$ cat src/rtl/cpu_bus_bridge.sv
// cpu_bus_bridge: turns the CPU's four-phase request strobe into either an
// acknowledge-driven memory access, a fixed-wait I/O register access, or an
// unmapped-space error completion. Memory accesses are guarded by a timeout.
module cpu_bus_bridge #(
  parameter logic [31:0] MEM_SIZE = 32'h0010_0000,
  parameter logic [31:0] IO_BASE  = 32'hFFFF_FF00,
  parameter logic [31:0] IO_MASK  = 32'hFFFF_FF00,
  parameter int          IO_WAIT  = 3,
  parameter int          TIMEOUT  = 255
) (
  input  logic        i_clk,
  input  logic        i_rst,
  input  logic        i_bus_clk,
  input  logic        i_bus_we,
  input  logic [31:0] i_bus_addr,
  input  logic [31:0] i_bus_wdata,
  output logic [31:0] o_bus_rdata,
  output logic        o_bus_ready,
  output logic        o_mem_req,
  output logic        o_mem_we,
  output logic [31:0] o_mem_addr,
  output logic [31:0] o_mem_wdata,
  input  logic [31:0] i_mem_rdata,
  input  logic        i_mem_ack,
  output logic        o_io_sel,
  output logic        o_io_we,
  output logic [7:0]  o_io_addr,
  output logic [31:0] o_io_wdata,
  input  logic [31:0] i_io_rdata,
  output logic        o_err,
  output logic        o_busy
);

  typedef enum logic [1:0] {
    S_IDLE     = 2'd0,
    S_MEM_WAIT = 2'd1,
    S_IO_WAIT  = 2'd2,
    S_DONE     = 2'd3
  } state_t;

  // Terminal counts of the shared wait counter (counter starts at 0 on entry).
  localparam logic [7:0] TO_LAST = 8'(TIMEOUT - 1);
  localparam logic [7:0] IO_LAST = 8'(IO_WAIT - 1);

  state_t      state_q;
  logic [31:0] addr_q;
  logic [31:0] wdata_q;
  logic [31:0] rdata_q;
  logic        we_q;
  logic        ready_q;
  logic        mem_req_q;
  logic        io_sel_q;
  logic        err_q;
  logic [7:0]  cnt_q;
  logic        io_hit;
  logic        mem_hit;

  // Address decode of the incoming request; the I/O window wins over memory.
  always_comb begin
    io_hit  = (i_bus_addr & IO_MASK) == IO_BASE;
    mem_hit = i_bus_addr < MEM_SIZE;
  end

  // Transaction FSM; all strobes are registered so they are glitch-free.
  always_ff @(posedge i_clk or posedge i_rst) begin
    if (i_rst) begin
      state_q   <= S_IDLE;
      addr_q    <= '0;
      wdata_q   <= '0;
      rdata_q   <= '0;
      we_q      <= 1'b0;
      ready_q   <= 1'b0;
      mem_req_q <= 1'b0;
      io_sel_q  <= 1'b0;
      err_q     <= 1'b0;
      cnt_q     <= '0;
    end else begin
      err_q <= 1'b0;
      case (state_q)
        S_IDLE: begin
          if (i_bus_clk) begin
            addr_q  <= i_bus_addr;
            we_q    <= i_bus_we;
            wdata_q <= i_bus_wdata;
            cnt_q   <= '0;
            if (io_hit) begin
              io_sel_q <= 1'b1;
              state_q  <= S_IO_WAIT;
            end else if (mem_hit) begin
              mem_req_q <= 1'b1;
              state_q   <= S_MEM_WAIT;
            end else begin
              // Unmapped: complete at once with an error; reads float high.
              err_q   <= 1'b1;
              ready_q <= 1'b1;
              if (!i_bus_we) rdata_q <= 32'hFFFF_FFFF;
              state_q <= S_DONE;
            end
          end
        end
        S_MEM_WAIT: begin
          if (i_mem_ack) begin
            mem_req_q <= 1'b0;
            ready_q   <= 1'b1;
            if (!we_q) rdata_q <= i_mem_rdata;
            state_q   <= S_DONE;
          end else if (cnt_q == TO_LAST) begin
            // Target never answered: abandon the request and report it.
            mem_req_q <= 1'b0;
            ready_q   <= 1'b1;
            err_q     <= 1'b1;
            if (!we_q) rdata_q <= 32'hFFFF_FFFF;
            state_q   <= S_DONE;
          end else begin
            cnt_q <= cnt_q + 8'd1;
          end
        end
        S_IO_WAIT: begin
          if (cnt_q == IO_LAST) begin
            io_sel_q <= 1'b0;
            ready_q  <= 1'b1;
            if (!we_q) rdata_q <= i_io_rdata;
            state_q  <= S_DONE;
          end else begin
            cnt_q <= cnt_q + 8'd1;
          end
        end
        S_DONE: begin
          // Hold ready until the CPU lowers its strobe; an early drop
          // therefore yields exactly one ready cycle.
          if (!i_bus_clk) begin
            ready_q <= 1'b0;
            state_q <= S_IDLE;
          end
        end
        default: state_q <= S_IDLE;
      endcase
    end
  end

  assign o_bus_rdata = rdata_q;
  assign o_bus_ready = ready_q;
  assign o_mem_req   = mem_req_q;
  assign o_mem_we    = we_q;
  assign o_mem_addr  = addr_q;
  assign o_mem_wdata = wdata_q;
  assign o_io_sel    = io_sel_q;
  assign o_io_we     = we_q;
  assign o_io_addr   = addr_q[7:0];
  assign o_io_wdata  = wdata_q;
  assign o_err       = err_q;
  assign o_busy      = state_q != S_IDLE;

endmodule

$ cat config.mk
export PLATFORM = sky130hd
export DESIGN_NAME = cpu_bus_bridge
export DESIGN_NICKNAME = d
export VERILOG_FILES = /design/src/rtl/cpu_bus_bridge.sv
export SDC_FILE = /design/constraint.sdc
export NUM_CORES = 1
export LEC_CHECK = 0
export CAP_MARGIN = 10
export CORE_AREA = 2 2 108 110
export DETAILED_ROUTE_END_ITERATION = 7
export DIE_AREA = 0 0 110 112
export DONT_BUFFER_PORTS = 1
export GPL_ROUTABILITY_DRIVEN = 0
export PLACE_DENSITY_LB_ADDON = 0.3
export RECOVER_POWER = 100
export SYNTH_ARGS = -nofsm -noshare
export SYNTH_HDL_FRONTEND = slang
export SYNTH_SLANG_ARGS = --single-unit
$ cat constraint.sdc
create_clock -name i_clk -period 4.2 [get_ports i_clk]
set_input_delay 0.84 -clock i_clk [delete_from_list [all_inputs] [get_ports i_clk]]
set_output_delay 0.84 -clock i_clk [all_outputs]
set_load 0.01 [all_outputs]
==> impl_metrics.csv, run 1 <==
group,metric,value,unit
place,numPortBuffers,0,
worst_setup_path,start_kind,"flip-flop",
logic_synthesis,synth_top_cell_by_area,"dfrtp_1",
worst_setup_path,max_stage_delay,1250,ps
place,hpwlAfterDp,8835,um
power_and_ir_drop,p_per_area,942.4,nW/um^2
floorplanning,initial_core_util,47.45,%
worst_setup_path,crit_fanout,41,
global_routing,grt_usage,18.75,%
detailed_routing,vias,3137,
detailed_routing,firstDrtPassIters,5,
timing,setup_violations,0,
logic_synthesis,yosysTopAreaCellShare,52.38,%
floorplanning,fp.dieH,112,um
logic_synthesis,synthFlopType,"dfrtp_1",
cts,cts_setup_buffers,0,
cts,cts.htree.levels,3,
layout,most-common-layout-cells,"dfrtp_1 (111), mux2_2 (87), a221o_1 (32), o21ai_0 (14), mux2_1 (12)",
worst_setup_path,reg2reg_to,"o_io_wdata[26]$_DFFE_PP0P_",
cts,cts.reportedPaths.clkPinSlew,70,ps
logic_synthesis,async_reset_ff_share,100.0,%
cts,cts_tree,"yes",
timing,fmaxAchievable,0.3013,GHz
logic_synthesis,synth_cell_types,39,
detailed_routing,wl_per_cell,23.79,um
layout,drive_above_1_share,30.34,%
layout,postLayoutCoreUtil,47.51,%
power_and_ir_drop,finalPower,0.005003,W
layout,layout_commonest_cell,"dfrtp_1",
status,violations,"capacitance limit, slew limit",
power_and_ir_drop,vdd_drop_max,395.5,uV
worst_setup_path,critPathKind,"flip-flop to flip-flop",
floorplanning,num_rows,39,
layout,layoutNonFillerInstCount,499,
timing,fin_skew,6.641,ps
power_and_ir_drop,p_leak,2.170,nW
global_routing,overflow,0,
cts,cts-root-buf,"clkbuf_16",
timing,rsz0062_at_grt,"false",
layout,area_growth,0.1179,%
place,dpl.cell_count,485,
status,status,"complete, but fails checks",
worst_setup_path,cp_top_family,"simple AND/OR/NAND/NOR gates",
layout,diodes,0,
timing,maxSlewViolCount,94,
timing,tightest_slew,2285,ps
timing,timing_hold_violations_final,0,
power_and_ir_drop,power_frac_seq,47.4,%
hold_path,hold_end,"cnt_q[7]$_DFFE_PP0P_",
worst_setup_path,rrSetupSlack,880,ps
power_and_ir_drop,internal_power,0.002979,W
logic_synthesis,synth-seq-cells,111,
global_routing,antenna_found_initial,0,
detailed_routing,routed_wl,11870,um
worst_setup_path,cp-end-kind,"flip-flop",
power_and_ir_drop,clkPwrFrac,16.1,%
global_routing,grt_max_degree,61,
hold_path,min_from,"cnt_q[7]$_DFFE_PP0P_",
detailed_routing,drc,0,
logic_synthesis,syn_area_per_cell,13.16,sq um
logic_synthesis,syn_inst,403,
floorplanning,ioPinCount,276,
logic_synthesis,ys_seq_area_share,52.38,%
worst_setup_path,critical_path_arrival,3540,ps
worst_setup_path,reg2reg_from,"state_q[0]$_DFFE_PP0P_",
cts,clk_latency,340,ps
cts,clockBufferDepth,2,
timing,min_period,3319,ps
power_and_ir_drop,switchingPower,0.002024,W
power_and_ir_drop,p_comb_share,36.5,%
floorplanning,core_region_area,11170,sq um
detailed_routing,viasPerCell,6.287,
layout,final_nets,493,
worst_setup_path,critical_path_required,4420,ps
cts,hold_buffers,0,
worst_setup_path,cp_slowest_cell,"nand2_1",
detailed_routing,drtIter0Drc,177,
logic_synthesis,synth_edf_count,0,
logic_synthesis,syn_nets,543,
hold_path,hp-class,"flip-flop to flip-flop",
cts,numCtsBuffers,9,
power_and_ir_drop,sw_frac_of_total,40.46,%
global_routing,grt_pass1_vias,3064,
layout,nFillCells,1035,
logic_synthesis,yosysWarnings,0,
worst_setup_path,rr_worst_depth,5,
global_routing,grt_first_pass_wirelength,17530,um
timing,slew_headroom,-53.18,%
timing,setup_ws,880.6,ps
floorplanning,dieArea,12320,sq um
job,maxCapViolations,2,
place,place_ws,1345,ps
timing,post-route-period-util,79.03,%
worst_setup_path,crit_chain,"inv_1 -> ha_1 -> nand2_1 -> clkbuf_2 -> mux2_2",
logic_synthesis,ys_top_cells_by_area,"dfrtp_1 (52%), mux2_2 (18%), a221o_1 (6.0%)",
logic_synthesis,syn_area,5303,sq um
timing,tns,0,ps
worst_setup_path,critPathBufInv,2,
floorplanning,die_w,110,um
cts,clock_sinks,111,
hold_path,worstHoldPathCells,1,
detailed_routing,ant_nets,0,
cts,cts_resized,0,
worst_setup_path,cp.depth,5,
kinds of logic after synthesis:
family | synth area share (%)
simple gates | 4.436
buf+inv | 8.754
mux | 21.73
compound gates | 11.04
fa+ha+maj | 1.652
flops | 52.38
state kept, by name, summed over array words and instances (netlist names):
name         count
state_q          2
o_bus_ready      1
o_mem_addr      32
o_mem_req        1
o_err            1
o_io_sel         1
o_io_we          1
o_io_wdata      32
o_bus_rdata     32
cnt_q            8
worst max path at each step:
stage | startpoint | end | slack (ps)
3_5_place_dp | state_q[0]$_DFFE_PP0P_ | o_bus_rdata[21]$_DFFE_PP0P_ | 1350
4_1_cts | state_q[0]$_DFFE_PP0P_ | o_bus_rdata[21]$_DFFE_PP0P_ | 1340
3_3_place_gp | state_q[0]$_DFFE_PP0P_ | o_bus_rdata[9]$_DFFE_PP0P_ | 1490
5_1_grt | state_q[0]$_DFFE_PP0P_ | o_mem_addr[0]$_DFFE_PP0P_ | 590
6_report | state_q[0]$_DFFE_PP0P_ | o_io_wdata[26]$_DFFE_PP0P_ | 880
2_1_floorplan | i_rst | cnt_q[0]$_DFFE_PP0P_ | 430
layout make-up:
class	instances	area, sq um	area share [%]
flip-flops and latches	111	2778	52.32
multi-input cells	219	2013	37.92
clock buffers	9	225.2	4.242
well taps	143	178.9	3.370
clock inverters	5	45.04	0.8485
repair buffers	4	37.54	0.7070
inverters	8	31.28	0.5892
layer usage:
layer  vias to the layer above  wire (um)  global-route usage [%]
li1                       1337          -                       -
met2                       127       6357                   32.76
met3                        20        865                   5.035
met5                         -          0                       0
met4                         0        193                   6.582
met1                      1653       4454                   21.80
power groups by stage:
stage               clock network, W  registers (W)  logic (W)
floorplan                          0        0.00211    0.00214
global placement                   0        0.00240    0.00188
detailed placement                 0        0.00241    0.00197
CTS                         0.000828        0.00239    0.00197
global route                0.000884        0.00245    0.00202
finish                      0.000806        0.00237    0.00183
stage by stage:
stage               hold slack (ps)  instance area, sq um
finish                        533.7                  5309
global route                  574.8                  5309
CTS                           469.0                  5365
detailed placement            522.2                  5095
global placement              519.6                  5095
floorplan                     486.7                  5303
cells in the mapped netlist, drive strengths merged (2+ instances only):
library cell    n
a21o            3
a21oi           4
a221o          32
a31oi           3
and2            3
and3            3
buf            49
clkbuf         16
dfrtp         111
ha              7
inv             8
mux2           99
nand2           7
nand2b          2
nand3           3
nand4           7
nor2            9
nor4            4
o211ai          2
o21ai          14
o31ai           4
o41ai           2
(Power assumes the default switching activity.)
==> run 2: changes to the inputs <==
==> constraint.sdc (replaced) <==
create_clock -name i_clk -period 2.7 [get_ports i_clk]
set_input_delay 0.54 -clock i_clk [delete_from_list [all_inputs] [get_ports i_clk]]
set_output_delay 0.54 -clock i_clk [all_outputs]
set_load 0.01 [all_outputs]
==> run 2 against run 1 <==
The flow now finishes without violations. Sequential share of layout area fell by 0.96 points. First-iteration DRC count rose by 3.4%. Die area did not move. Sequential cell count did not move.
==> impl_metrics.csv, run 2 (synthesized netlist as in run 1, its figures left out) <==
group,metric,value,unit
status,status,"completed",
detailed_routing,ant_nets,0,
floorplanning,die_w,110,um
layout,most-common-layout-cells,"dfrtp_1 (111), mux2_2 (87), a221o_1 (32), o21ai_0 (13), mux2_1 (11)",
worst_setup_path,critical_path_arrival,2610,ps
global_routing,grt_max_degree,67,
layout,drive_above_1_share,31.77,%
cts,cts_tree,"yes",
hold_path,worstHoldPathCells,1,
layout,nFillCells,1009,
global_routing,overflow,0,
worst_setup_path,max_stage_delay,400,ps
timing,tns,0,ps
worst_setup_path,cp_common_cell,"inv_1",
timing,post-route-period-util,88.07,%
worst_setup_path,cp_slowest_cell,"dfrtp_1",
cts,clockBufferDepth,2,
floorplanning,ioPinCount,276,
place,numPortBuffers,0,
timing,fin_skew,6.850,ps
worst_setup_path,critPathKind,"flip-flop to flip-flop",
detailed_routing,vias,3148,
timing,setup_violations,0,
detailed_routing,firstDrtPassIters,4,
timing,min_period,2378,ps
global_routing,grt_usage,18.71,%
worst_setup_path,crit_fanout,32,
cts,clock_sinks,111,
worst_setup_path,reg2reg_to,"o_bus_rdata[8]$_DFFE_PP0P_",
layout,multi_input_area,2023,sq um
timing,slew_headroom,11.95,%
worst_setup_path,cp-end-kind,"flip-flop",
detailed_routing,routed_wl,11890,um
floorplanning,core_region_area,11170,sq um
place,dpl.cell_count,489,
worst_setup_path,crit_chain,"inv_1 -> ha_1 -> inv_1 -> o22a_1 -> o221ai_1 -> a211oi_4 -> buf_12 -> mux2_2",
floorplanning,dieArea,12320,sq um
layout,postLayoutCoreUtil,48.39,%
worst_setup_path,start_kind,"flip-flop",
worst_setup_path,critical_path_required,2930,ps
hold_path,min_from,"i_bus_addr[12]",
worst_setup_path,rrSetupSlack,320,ps
floorplanning,num_rows,39,
detailed_routing,drtIter0Drc,183,
timing,timing_hold_violations_final,0,
timing,rsz0062_at_grt,"false",
cts,clk_latency,340,ps
timing,fmaxAchievable,0.4205,GHz
power_and_ir_drop,vdd_drop_max,562.6,uV
worst_setup_path,reg2reg_from,"state_q[0]$_DFFE_PP0P_",
cts,cts.htree.levels,3,
layout,diodes,0,
global_routing,grt_first_pass_wirelength,17320,um
detailed_routing,drc,0,
floorplanning,initial_core_util,47.45,%
cts,numCtsBuffers,9,
layout,layoutNonFillerInstCount,505,
cts,cts-root-buf,"clkbuf_16",
detailed_routing,viasPerCell,6.234,
timing,maxSlewViolCount,0,
floorplanning,fp.dieH,112,um
global_routing,grt_pass1_vias,3115,
job,maxCapViolations,0,
worst_setup_path,rr_worst_depth,8,
hold_path,hold_end,"o_mem_addr[12]$_DFFE_PP0P_",
cts,cts.reportedPaths.clkPinSlew,70,ps
cts,hold_buffers,0,
layout,final_nets,497,
layout,area_growth,1.982,%
cts,cts_setup_buffers,0,
power_and_ir_drop,p_per_area,1498,nW/um^2
detailed_routing,wl_per_cell,23.54,um
cts,cts_resized,0,
place,hpwlAfterDp,8961,um
layout,layout_commonest_cell,"dfrtp_1",
global_routing,antenna_found_initial,0,
power_and_ir_drop,p_leak,2.221,nW
layout,seq_area,2778,sq um
hold_path,hp-class,"primary input to flip-flop",
timing,tightest_slew,1314,ps
## run 2: changes by cell type in the layout (fill, tap and decap cells not counted), moves of 2 or more
cell / before / now
buf_4: 1 / 3
bufinv_16: 0 / 2
clkbuf_1: 0 / 2
clkbuf_8: 0 / 2
clkinv_4: 2 / 0
## run 2: how the worst max path moves through the flow
stage	startpoint	endpoint	slack, ps	cells after the start
global placement	state_q[1]$_DFFE_PP0P_	cnt_q[2]$_DFFE_PP0P_	490	7
global route	i_rst	o_io_wdata[2]$_DFFE_PP0P_	160	2
CTS	state_q[0]$_DFFE_PP0P_	o_bus_rdata[27]$_DFFE_PP0P_	390	8
finish	state_q[0]$_DFFE_PP0P_	o_bus_rdata[8]$_DFFE_PP0P_	320	8
detailed placement	state_q[0]$_DFFE_PP0P_	o_bus_rdata[27]$_DFFE_PP0P_	410	8
floorplan	state_q[0]$_DFFE_PP0P_	o_bus_rdata[0]$_DFFE_PP0P_	550	9
## run 2: worst max-delay path, delay by kind of cell (launching register included)
| family | cells | cell delay (ps) |
|---|---|---|
| AO/OA/AOI/OAI | 3 | 730 |
| multiplexers | 1 | 360 |
| adder cells (fa/ha/maj) | 1 | 250 |
| buffers and inverters | 3 | 520 |
| flip-flops | 1 | 400 |
## run 2: cell type report
| class | instances | share of cell area [%] |
|---|---|---|
| clock buffer | 12 | 4.743 |
| clock inverter | 4 | 1.411 |
| inverter | 8 | 0.5784 |
| multi-input combinational | 219 | 37.41 |
| sequential | 111 | 51.37 |
| tap | 143 | 3.309 |
| timing repair buffer | 8 | 1.180 |
## run 2: power by group
group / internal [W] / switching (W) / leakage (nW)
logic: 0.00160 / 0.00135 / 0.757
clock network: 0.000868 / 0.000585 / 0.159
registers: 0.00247 / 0.00122 / 1.30
## run 2: stage by stage
stage                     power, W  setup slack [ps]  hold WS [ps]  instance area, sq um
after floorplan           0.006615             551.5         486.7                  5306
after global placement    0.006759             486.9         510.5                  5164
after detailed placement  0.006934             405.2         537.9                  5164
after CTS                 0.008405             385.8         182.0                  5497
after global routing      0.008607             157.0         322.5                  5408
final                     0.008099             322.0         338.6                  5408
## run 2: metal layers
metal  part of all wire [%]  up-vias  routed length [um]  GRT usage [%]
li1                       -     1353                   -              -
met1                     35     1620                4204          21.34
met2                     54      152                6386          31.78
met3                    9.0       23                1070          6.499
met4                    1.9        0                 225          7.257
met5                      0        -                   0              0
==> run 3: changes to the inputs <==
--- a/config.mk
+++ b/config.mk
@@ -12,7 +12,6 @@
 export DONT_BUFFER_PORTS = 1
 export GPL_ROUTABILITY_DRIVEN = 0
 export PLACE_DENSITY_LB_ADDON = 0.3
-export RECOVER_POWER = 100
 export SYNTH_ARGS = -nofsm -noshare
 export SYNTH_HDL_FRONTEND = slang
 export SYNTH_SLANG_ARGS = --single-unit
==> run 3 against run 2 <==
Clock skew grew 1.6 ps. Non-clock buffer count is the same. Critical path depth decreased by 1. Routed wire length grew 0.35%. Via count down 0.73%. Die area unchanged. Sequential share of layout area down 0.83 points. Highest routed layer unchanged.
==> impl_metrics.csv, run 3 (synthesized netlist as in run 1, its figures left out) <==
group,metric,value,unit
cts,cts_tree,"yes",
power_and_ir_drop,p_per_area,1510,nW/um^2
worst_setup_path,reg2reg_from,"state_q[0]$_DFFE_PP0P_",
floorplanning,initial_core_util,47.45,%
global_routing,grt_max_degree,67,
layout,layout_commonest_cell,"dfrtp_1",
floorplanning,die_w,110,um
power_and_ir_drop,p_leak,2.282,nW
layout,nFillCells,995,
cts,cts.htree.levels,3,
worst_setup_path,critPathKind,"flip-flop to flip-flop",
cts,clockBufferDepth,2,
timing,post-route-period-util,87.32,%
detailed_routing,vias,3125,
timing,rsz0062_at_grt,"false",
cts,cts_setup_buffers,0,
worst_setup_path,rrSetupSlack,340,ps
layout,drive_above_1_share,34.81,%
floorplanning,core_region_area,11170,sq um
detailed_routing,wl_per_cell,23.62,um
global_routing,grt_pass1_vias,3115,
floorplanning,ioPinCount,276,
global_routing,grt_first_pass_wirelength,17320,um
cts,clock_sinks,111,
floorplanning,fp.dieH,112,um
detailed_routing,viasPerCell,6.188,
global_routing,overflow,0,
timing,fin_skew,8.418,ps
cts,cts.reportedPaths.clkPinSlew,70,ps
timing,tightest_slew,704.0,ps
timing,timing_hold_violations_final,0,
job,maxCapViolations,0,
worst_setup_path,cp_slowest_cell,"o41ai_1",
layout,final_nets,497,
worst_setup_path,rr_worst_depth,7,
timing,setup_violations,0,
detailed_routing,drtIter0Drc,191,
power_and_ir_drop,vdd_drop_max,567.7,uV
layout,diodes,0,
cts,cts_resized,0,
global_routing,antenna_found_initial,0,
detailed_routing,drc,0,
worst_setup_path,max_stage_delay,410,ps
layout,most-common-layout-cells,"dfrtp_1 (111), mux2_2 (87), a221o_1 (32), o21ai_0 (13), mux2_4 (10)",
global_routing,grt_usage,18.71,%
worst_setup_path,crit_chain,"inv_1 -> ha_1 -> nor2b_1 -> a311oi_1 -> o21ai_2 -> or2_1 -> o41ai_1",
detailed_routing,routed_wl,11930,um
worst_setup_path,critPathBufInv,1,
floorplanning,dieArea,12320,sq um
floorplanning,num_rows,39,
layout,layoutNonFillerInstCount,505,
timing,slew_headroom,52.97,%
worst_setup_path,critical_path_arrival,2570,ps
cts,hold_buffers,0,
place,dpl.cell_count,489,
worst_setup_path,start_kind,"flip-flop",
worst_setup_path,reg2reg_to,"cnt_q[7]$_DFFE_PP0P_",
place,place_ws,405.2,ps
worst_setup_path,crit_fanout,10,
timing,setup_ws,342.4,ps
worst_setup_path,cp_top_family,"compound AO/OA/AOI/OAI gates",
worst_setup_path,critical_path_required,2910,ps
status,status,"completed",
timing,tns,0,ps
layout,area_growth,3.657,%
detailed_routing,ant_nets,0,
worst_setup_path,cp-end-kind,"flip-flop",
detailed_routing,firstDrtPassIters,4,
timing,min_period,2358,ps
timing,fmaxAchievable,0.4242,GHz
place,numPortBuffers,0,
cts,clk_latency,350,ps
place,hpwlAfterDp,8961,um
hold_path,hp-class,"primary input to asynchronous set/reset pin",
cts,cts-root-buf,"clkbuf_16",
timing,maxSlewViolCount,0,
cts,numCtsBuffers,9,
-- run 3: layout make-up --
type	count	area [sq um]	share of cell area, %
tap	143	178.9	3.255
timing repair buffer	8	110.1	2.003
multi-input combinational	219	2063	37.54
clock buffer	12	256.5	4.667
clock inverter	4	76.32	1.389
sequential	111	2778	50.53
inverter	8	33.78	0.6146
-- run 3: power breakdown --
part	switching, W	total, W	leakage [nW]	internal, W
Combinational	0.00139	0.00315	0.818	0.00176
Clock	0.000586	0.00145	0.159	0.000868
Sequential	0.00122	0.00369	1.30	0.00247
Total	0.00320	0.00830	2.28	0.00510
-- run 3: per-stage QoR --
stage / util [%] / power (W) / hold slack, ps / area, sq um
final: 49.19 / 0.008302 / 161.5 / 5497
after global routing: 49.19 / 0.008795 / 208.6 / 5497
after CTS: 49.19 / 0.008405 / 182.0 / 5497
after detailed placement: 46.21 / 0.006934 / 537.9 / 5164
after global placement: 46.21 / 0.006759 / 510.5 / 5164
after floorplan: - / 0.006615 / 486.7 / 5306
-- run 3: per-layer routing --
layer | vias up | part of all wire (%) | GRT usage [%] | wire length, um
met1 | 1602 | 36 | 21.34 | 4343
met5 | - | 0 | 0 | 0
met3 | 21 | 9.1 | 6.499 | 1080
met4 | 0 | 1.8 | 7.257 | 210
met2 | 149 | 53 | 31.78 | 6296
li1 | 1353 | - | - | -
-- run 3: worst max path at each step --
stage | startpoint | to | cells after the start
after floorplan | state_q[0]$_DFFE_PP0P_ | o_bus_rdata[0]$_DFFE_PP0P_ | 9
after global placement | state_q[1]$_DFFE_PP0P_ | cnt_q[2]$_DFFE_PP0P_ | 7
after detailed placement | state_q[0]$_DFFE_PP0P_ | o_bus_rdata[27]$_DFFE_PP0P_ | 8
after CTS | state_q[0]$_DFFE_PP0P_ | o_bus_rdata[27]$_DFFE_PP0P_ | 8
after global routing | cnt_q[0]$_DFFE_PP0P_ | cnt_q[7]$_DFFE_PP0P_ | 7
final | state_q[0]$_DFFE_PP0P_ | cnt_q[7]$_DFFE_PP0P_ | 7
